File: config.mk
export PLATFORM = sky130hd
export DESIGN_NAME = reg_file_sb
export DESIGN_NICKNAME = d
export VERILOG_FILES = /design/src/rtl/reg_file_sb.sv
export SDC_FILE = /design/constraint.sdc
export NUM_CORES = 1
export LEC_CHECK = 0
export ABC_AREA = 0
export BUFFER_PORTS_ARGS = -buffer_cell sky130_fd_sc_hd__buf_4
export CAP_MARGIN = 15
export CORE_MARGIN = 5
export CORE_UTILIZATION = 60
export DETAILED_ROUTE_END_ITERATION = 12
export GPL_ROUTABILITY_DRIVEN = 0
export HOLD_SLACK_MARGIN = 0.15
export PLACE_DENSITY = 0.78
export SYNTH_ARGS = -nofsm -noshare
export SYNTH_HDL_FRONTEND = slang
export SYNTH_SLANG_ARGS = --single-unit
File: constraint.sdc
create_clock -name clk -period 4.8 [get_ports clk]
set_input_delay 0.72 -clock clk [delete_from_list [all_inputs] [get_ports clk]]
set_output_delay 0.72 -clock clk [all_outputs]
set_load 0.02 [all_outputs]
File: src/rtl/reg_file_sb.sv
// Register file with a per-register busy scoreboard and combinational read ports.
// Same-cycle write data can be forwarded to the read ports, and register 0 can be hardwired to zero.
module reg_file_sb #(
  parameter int DATA_W  = 16,
  parameter int ADDR_W  = 4,
  parameter int ZERO_R0 = 1,
  parameter int BYPASS  = 1
) (
  input  logic              clk,
  input  logic              rst,
  input  logic [ADDR_W-1:0] rs,
  input  logic [ADDR_W-1:0] rt,
  input  logic [ADDR_W-1:0] rd,
  input  logic [DATA_W-1:0] RW,
  input  logic              wr,
  input  logic              alloc,
  input  logic [ADDR_W-1:0] alloc_addr,
  output logic [DATA_W-1:0] Rout1,
  output logic [DATA_W-1:0] Rout2,
  output logic              rs_busy,
  output logic              rt_busy,
  output logic [ADDR_W:0]   busy_cnt
);

  localparam int DEPTH = 1 << ADDR_W;

  logic [DATA_W-1:0] regs_q [DEPTH];
  logic [DATA_W-1:0] regs_d [DEPTH];
  logic [DEPTH-1:0]  busy_q, busy_d;
  logic [ADDR_W:0]   busy_cnt_q, busy_cnt_d;

  function automatic logic [ADDR_W:0] popcount(input logic [DEPTH-1:0] v);
    logic [ADDR_W:0] c;
    c = '0;
    for (int i = 0; i < DEPTH; i++) c = c + (ADDR_W+1)'(v[i]);
    return c;
  endfunction

  function automatic logic is_r0(input logic [ADDR_W-1:0] a);
    return (ZERO_R0 != 0) && (a == '0);
  endfunction

  // Forwarding hits only when the write is real (not a discarded r0 write) and reset is released.
  function automatic logic fwd_hit(input logic [ADDR_W-1:0] a);
    return (BYPASS != 0) && rst && wr && (rd == a) && !is_r0(a);
  endfunction

  function automatic logic [DATA_W-1:0] read_port(input logic [ADDR_W-1:0] a);
    if (!rst || is_r0(a)) return '0;
    if (fwd_hit(a))       return RW;
    return regs_q[a];
  endfunction

  // A same-cycle writeback hides busy unless the same edge re-allocates the register.
  function automatic logic busy_port(input logic [ADDR_W-1:0] a);
    if (!rst)                                      return 1'b0;
    if (fwd_hit(a) && !(alloc && alloc_addr == a)) return 1'b0;
    return busy_q[a];
  endfunction

  always_comb begin
    regs_d = regs_q;
    busy_d = busy_q;
    if (wr && !is_r0(rd)) regs_d[rd] = RW;
    if (wr)               busy_d[rd] = 1'b0;
    if (alloc)            busy_d[alloc_addr] = 1'b1;
    if (ZERO_R0 != 0)     busy_d[0] = 1'b0;
    busy_cnt_d = popcount(busy_d);
  end

  always_ff @(posedge clk or negedge rst) begin
    if (!rst) begin
      for (int i = 0; i < DEPTH; i++) regs_q[i] <= '0;
      busy_q     <= '0;
      busy_cnt_q <= '0;
    end else begin
      for (int i = 0; i < DEPTH; i++) regs_q[i] <= regs_d[i];
      busy_q     <= busy_d;
      busy_cnt_q <= busy_cnt_d;
    end
  end

  always_comb begin
    Rout1   = read_port(rs);
    Rout2   = read_port(rt);
    rs_busy = busy_port(rs);
    rt_busy = busy_port(rt);
  end

  assign busy_cnt = busy_cnt_q;

endmodule
# Yosys cells after proc, flatten, opt, wreduce, memory -nomap -nowiden
# Cells that the tools add are included.
dict set report op_classes {
  shifts 0
  add_sub_neg 14
  n_div 0
  bitwise_logic 6
  n_lt_le_gt_ge 10
  reduce_logical 24
  n_eq_ne 4
  mux 44
  mul 0
}
# op count
set op_table {}
lappend op_table {{$bwmux 256} 1}
lappend op_table {{$mux 16} 15}
lappend op_table {{$bmux 16 s4} 2}
lappend op_table {{$demux 16 s4} 1}
lappend op_table {{$add 5x1->5} 10}
lappend op_table {{$mux 1} 21}
lappend op_table {{$lt 4x5->1 const B} 4}
lappend op_table {{$and 16x16->16} 1}
lappend op_table {{$eq 4x4->1} 4}
lappend op_table {{$not 16->16} 1}
lappend op_table {{$or 16x16->16} 1}
lappend op_table {{$ge 5x5->1 const B} 3}
lappend op_table {{$not 4->5} 3}
lappend op_table {{$logic_and 1x1->1} 13}
lappend op_table {{$logic_not 4->1} 3}
lappend op_table {{$bmux 1 s4} 2}
lappend op_table {{$demux 1 s4} 2}
lappend op_table {{$ge 4x1->1 const B} 2}
lappend op_table {{$logic_not 1->1} 6}
lappend op_table {{$add 4x1->5} 1}
lappend op_table {{$lt 5x1->1 const B} 1}
lappend op_table {{$add 3x1->4} 1}
lappend op_table {{$add 2x1->3} 1}
lappend op_table {{$add 1x1->2} 1}
lappend op_table {{$logic_or 1x1->1} 2}
dict set report word_totals {
  n_memories 0
  ram_bits 0
  register_bits 276
  elab_cells 120
  romBits 0
  output_inout_bits 39
  inputBits 36
  latchBits 0
}

# Longest topological paths before layout
dict set report logic_depth {
  word_depth 23
  mapped_depth 18
  ltp_nobuf 15
}

# Least setup slack after synthesis
# Ideal clock, no wire load.
dict set report synth_timing {
  path_kind {input to register}
  from {input rd[1]}
  to {register busy_cnt_q[1], in the netlist busy_cnt[1]}
  setup_ns 0.136
  path_stages 17
  path_slack_ns -0.180
  t_required_ns 4.664
  arrival_time_ns 4.844
  path_buffers 3
  cell_sequence {buf_2 nand2_1 or2_2 buf_2 nor2_4 buf_4 o21ai_0 fa_1 inv_1 fa_1 fa_1 inv_1 fa_1 inv_1 fa_1 inv_1 fa_1}
}
dict set report synth_via {
  elab_cells_between_ends 24
  classes_between {14 x add/sub; 2 x order compare; 4 x mux; 3 x bitwise; 1 x reduce/logical}
}
# element line_no
set synth_rtl {}
lappend synth_rtl {{from (decl)} 13} ;# input logic [ADDR_W-1:0] rd,
lappend synth_rtl {{$lt 4x5->1 (not written as such) / $ge 4x1->1 (equally long branches)} 65} ;# if (wr) busy_d[rd] = 1'b0;
lappend synth_rtl {{$logic_and 1x1->1 (not written as such)} 65}
lappend synth_rtl {{$mux 1 (not written as such)} 65}
lappend synth_rtl {{$demux 1 s4 (*)} 65}
lappend synth_rtl {{$not 16->16 (no source line) (*)} -}
lappend synth_rtl {{$and 16x16->16 (no source line) (*)} -}
lappend synth_rtl {{$mux 16 (*)} 65}
lappend synth_rtl {{$or 16x16->16 (no source line)} -}
lappend synth_rtl {{$mux 16 (*)} 66} ;# if (alloc) busy_d[alloc_addr] = 1'b1;
lappend synth_rtl {{via busy_d[6]} 29} ;# logic [DEPTH-1:0] busy_q, busy_d;
lappend synth_rtl {{$add 5x1->5 (*) (10 in a row)} 35} ;# for (int i = 0; i < DEPTH; i++) c = c + (ADDR_W+1)'(v[i]);
lappend synth_rtl {{via busy_cnt_d[1]} 30} ;# logic [ADDR_W:0] busy_cnt_q, busy_cnt_d;
lappend synth_rtl {{to (signal assigned)} 79} ;# busy_cnt_q <= busy_cnt_d;
lappend synth_rtl {{to (decl)} 30}
# Mark *: on every way through the listed nets, which the timed path passes. The rest lies on a longest branch.
# A chain may end at the register's enable or synchronous reset.

# Worst setup path after layout
dict set report layout_timing {
  from {input rd[1]}
  to {register busy_cnt_q[1], in the netlist busy_cnt[1]}
}
dict set report layout_via {
  elab_cells_between_ends 24
  classes_between {14 x add/sub; 2 x order compare; 4 x mux; 3 x bitwise; 1 x reduce/logical}
}
# element line_no
set layout_rtl {}
lappend layout_rtl {{$lt 4x5->1 (not written as such) / $ge 4x1->1 (equally long branches)} 65}
lappend layout_rtl {{$logic_and 1x1->1 (not written as such)} 65}
lappend layout_rtl {{$mux 1 (not written as such)} 65}
lappend layout_rtl {{$demux 1 s4 (*)} 65}
lappend layout_rtl {{$not 16->16 (no source line) (*)} -}
lappend layout_rtl {{$and 16x16->16 (no source line) (*)} -}
lappend layout_rtl {{$mux 16 (*)} 65}
lappend layout_rtl {{$or 16x16->16 (no source line)} -}
lappend layout_rtl {{$mux 16 (*)} 66}
lappend layout_rtl {{via busy_d[4]} 29}
lappend layout_rtl {{$add 3x1->4 (*)} 35}
lappend layout_rtl {{$add 4x1->5 (*)} 35}
lappend layout_rtl {{$add 5x1->5 (*) (10 in a row)} 35}
lappend layout_rtl {{via busy_cnt_d[1]} 30}
# Marked as above.

==> results.yml <==
detailed_routing:
  drc: 0
  drt_first_iter_violations: 1322
  avgRoutedWirePerCell_um: 28.00
  ant_nets: 0
  vias_per_cell: 6.956
  firstDrtPassIters: 5
  via_count: 10850
  drt-total-wl_um: 43650
worst_setup_path:
  path_max_fanout: 8
  critical_path_arrival_ns: 4.51
  path_class: "in -> reg"
  worstPathRequired_ns: 5.22
  start_kind: "input pin"
  end_kind: "flip-flop"
logic_synthesis:
  synthCells: 1178
  netlist_area_mm2: 0.01541
  avgSynthCellArea_um2: 13.08
  synthFlopType: "dfrtp_1"
  async_flop_share: 1.000
  ys_types: 51
  synth_top_area_frac: 0.4466
  ys_seq_area_frac: 0.4466
  synth_edf_count: 0
  yosys.area.top_type: "dfrtp_1"
  synth_area_leaders: "dfrtp_1 (45%), mux4_2 (18%), mux2_2 (9.5%)"
  ys_warn_count: 0
  yosysMostFrequentCell: "dfrtp_1"
  synth_seq_cells: 275
  synth_nets: 1226
  yosys-top-cells-count: "dfrtp_1 (275), o21ai_0 (180), mux2_2 (130)"
grt:
  grt_pass1_wl_um: 67760
  antenna_found_initial: 0
  grt_overflow: 0
  grt_use_total: 0.3075
  grt_pass1_vias: 11530
  grt_max_degree: 75
pwr:
  powerDensity_mw_per_mm2: 458.2
  power_leakage_uw: 0.007513
  irDropWorstVdd_mv: 0.4483
clocking:
  clock_sinks: 275
  cts-buffers-inserted: 30
  cts_resized: 0
  cts_buffer_depth: 3
  cts_hold_buf: 1
  worstSkewPairLatency_ns: 0.55
  clk_pin_slew_ns: 0.06
  cts_tree: "built"
  cts_setup_buffers: 0
  ctsRootBufferMaster: "clkbuf_16"
  cts_max_level: 1
timing:
  worst_pin_slew_ns: 0.9571
  period_needed_ns: 4.087
  min_period_over_period: 0.8515
  setup_viol: 0
  max_freq_mhz: 244.7
  rsz0062_at_grt: "false"
  worst_clock_skew_ns: 0.005301
  setup-tns-final_ns: 0
  hold_viol_final: 0
  slew_headroom: 0.3620
  maxSlewViolCount: 0
  layout_setup_ws_ns: 0.7127
floorplan:
  die_area_mm2: 0.02898
  ios: 75
  die_x_um: 170.2
  core.rowCount: 58
  dieHeight_um: 170.2
  core_mm2: 0.02525
  start_util: 0.6101
min_path:
  hold_path.class: "reg -> reg"
finish:
  final_area_mm2: 0.01714
  antenna_cells: 0
  drive_gt1_frac: 0.3474
  area_growth_pct: 11.23
  final_nets: 1256
job:
  cap_violations: 0
placement:
  placed_area_mm2: 0.01605
  port_buffers: 73
  dpl.hpwl_um: 25270
  pre_cts_ws_ns: 0.1413
status:
  status: "complete, no violations"
stage by stage:
step,std cells,hold slack (ns),power (µW),util
after floorplan,1178,0.4244,4704,-
after global placement,1505,0.3782,5206,0.6354
after detailed placement,1505,0.3847,5358,0.6354
after CTS,1559,0.3979,7877,0.6786
after global routing,1559,0.4061,8277,0.6786
final,1559,0.3936,7853,0.6786
flip-flops by register name (all words and copies together) (netlist names):
register,count
busy_q,15
regs_q,256
busy_cnt,4
worst max-delay path: stages:
cell and delay [ns]:
buf_4 0.14, nor3b_1 0.19, buf_4 0.15, nand2_1 0.07, a22o_1 0.22, fa_1 0.51
inv_1 0.05, fa_1 0.47, fa_1 0.51, inv_1 0.05, fa_1 0.49, inv_1 0.05
fa_1 0.39, inv_2 0.08, fa_1 0.38
power by group:
| part | internal [µW] | switching [µW] | total [µW] |
|---|---|---|---|
| Clock | 1570 | 941 | 2510 |
| Combinational | 1140 | 993 | 2140 |
| Sequential | 2820 | 382 | 3210 |
| Total | 5540 | 2320 | 7850 |
final timing paths:
| check | startpoint | end | slack, ns | depth (start not counted) |
|---|---|---|---|---|
| setup / recovery | rd[1] | busy_cnt[1] | 0.71 | 15 |
| setup reg to reg | busy_q[10] | busy_cnt[1] | 0.95 | 11 |
| hold / removal | regs_q[250] | regs_q[250] | 0.39 | 0 |
| min in group asynchronous | rst | regs_q[210] | 0.59 | 2 |
| hold reg to reg | regs_q[250] | regs_q[250] | 0.39 | 0 |
| max in group asynchronous | rst | regs_q[85] | 1.34 | 5 |
kinds of logic (layout without fill, tap and decap cells):
logic type | Yosys count | after routing | share of synthesized area
multiplexers | 345 | 345 | 0.3465
XOR/XNOR | 16 | 16 | 0.009095
buffers and inverters | 147 | 198 | 0.04962
adder cells (fa/ha/maj) | 12 | 12 | 0.01462
AO/OA/AOI/OAI | 237 | 237 | 0.09128
other | 1 | 1 | 0.0002434
flip-flops | 275 | 275 | 0.4466
AND/OR/NAND/NOR | 145 | 145 | 0.04198
metal layers:
layer | up-vias | share of wire | global-route usage
met1 | 5629 | 0.39 | 0.4353
met2 | 635 | 0.47 | 0.4758
met5 | - | 0 | 0
li1 | 4488 | - | -
met4 | 0 | 0.034 | 0.1003
met3 | 93 | 0.11 | 0.07666
cell usage in the layout (no fill, tap or decap), types with 3 or more instances in the layout:
| cell | n |
|---|---|
| clkinv_2 | 3 |
| xnor2_1 | 6 |
| inv_1 | 34 |
| o32ai_1 | 16 |
| a32o_1 | 3 |
| nor2_4 | 3 |
| nand2_1 | 104 |
| clkinvlp_4 | 3 |
| clkbuf_8 | 5 |
| o21ai_0 | 179 |
| clkbuf_1 | 5 |
| nand2b_1 | 3 |
| clkbuf_16 | 31 |
| mux4_2 | 126 |
| bufinv_16 | 6 |
| dfrtp_1 | 275 |
| fa_1 | 10 |
| mux2_2 | 130 |
| nor2b_1 | 4 |
| mux4_1 | 9 |
| mux2i_1 | 80 |
| buf_4 | 107 |
| or2_2 | 3 |
| a22o_1 | 23 |
| nor2_1 | 7 |
| xor2_1 | 10 |
| nand3_1 | 6 |
| a22oi_1 | 3 |
cell type report:
cell class / count / area, µm²
clock buffers: 41 / 863.3
clock inverters: 12 / 217.7
fillers: 1786 / 8117
inverters: 35 / 131.4
multi-input cells: 756 / 7782
flip-flops and latches: 275 / 6882
well taps: 330 / 412.9
repair buffers: 110 / 848.3
No activity file was read; power rests on OpenSTA's default activity.
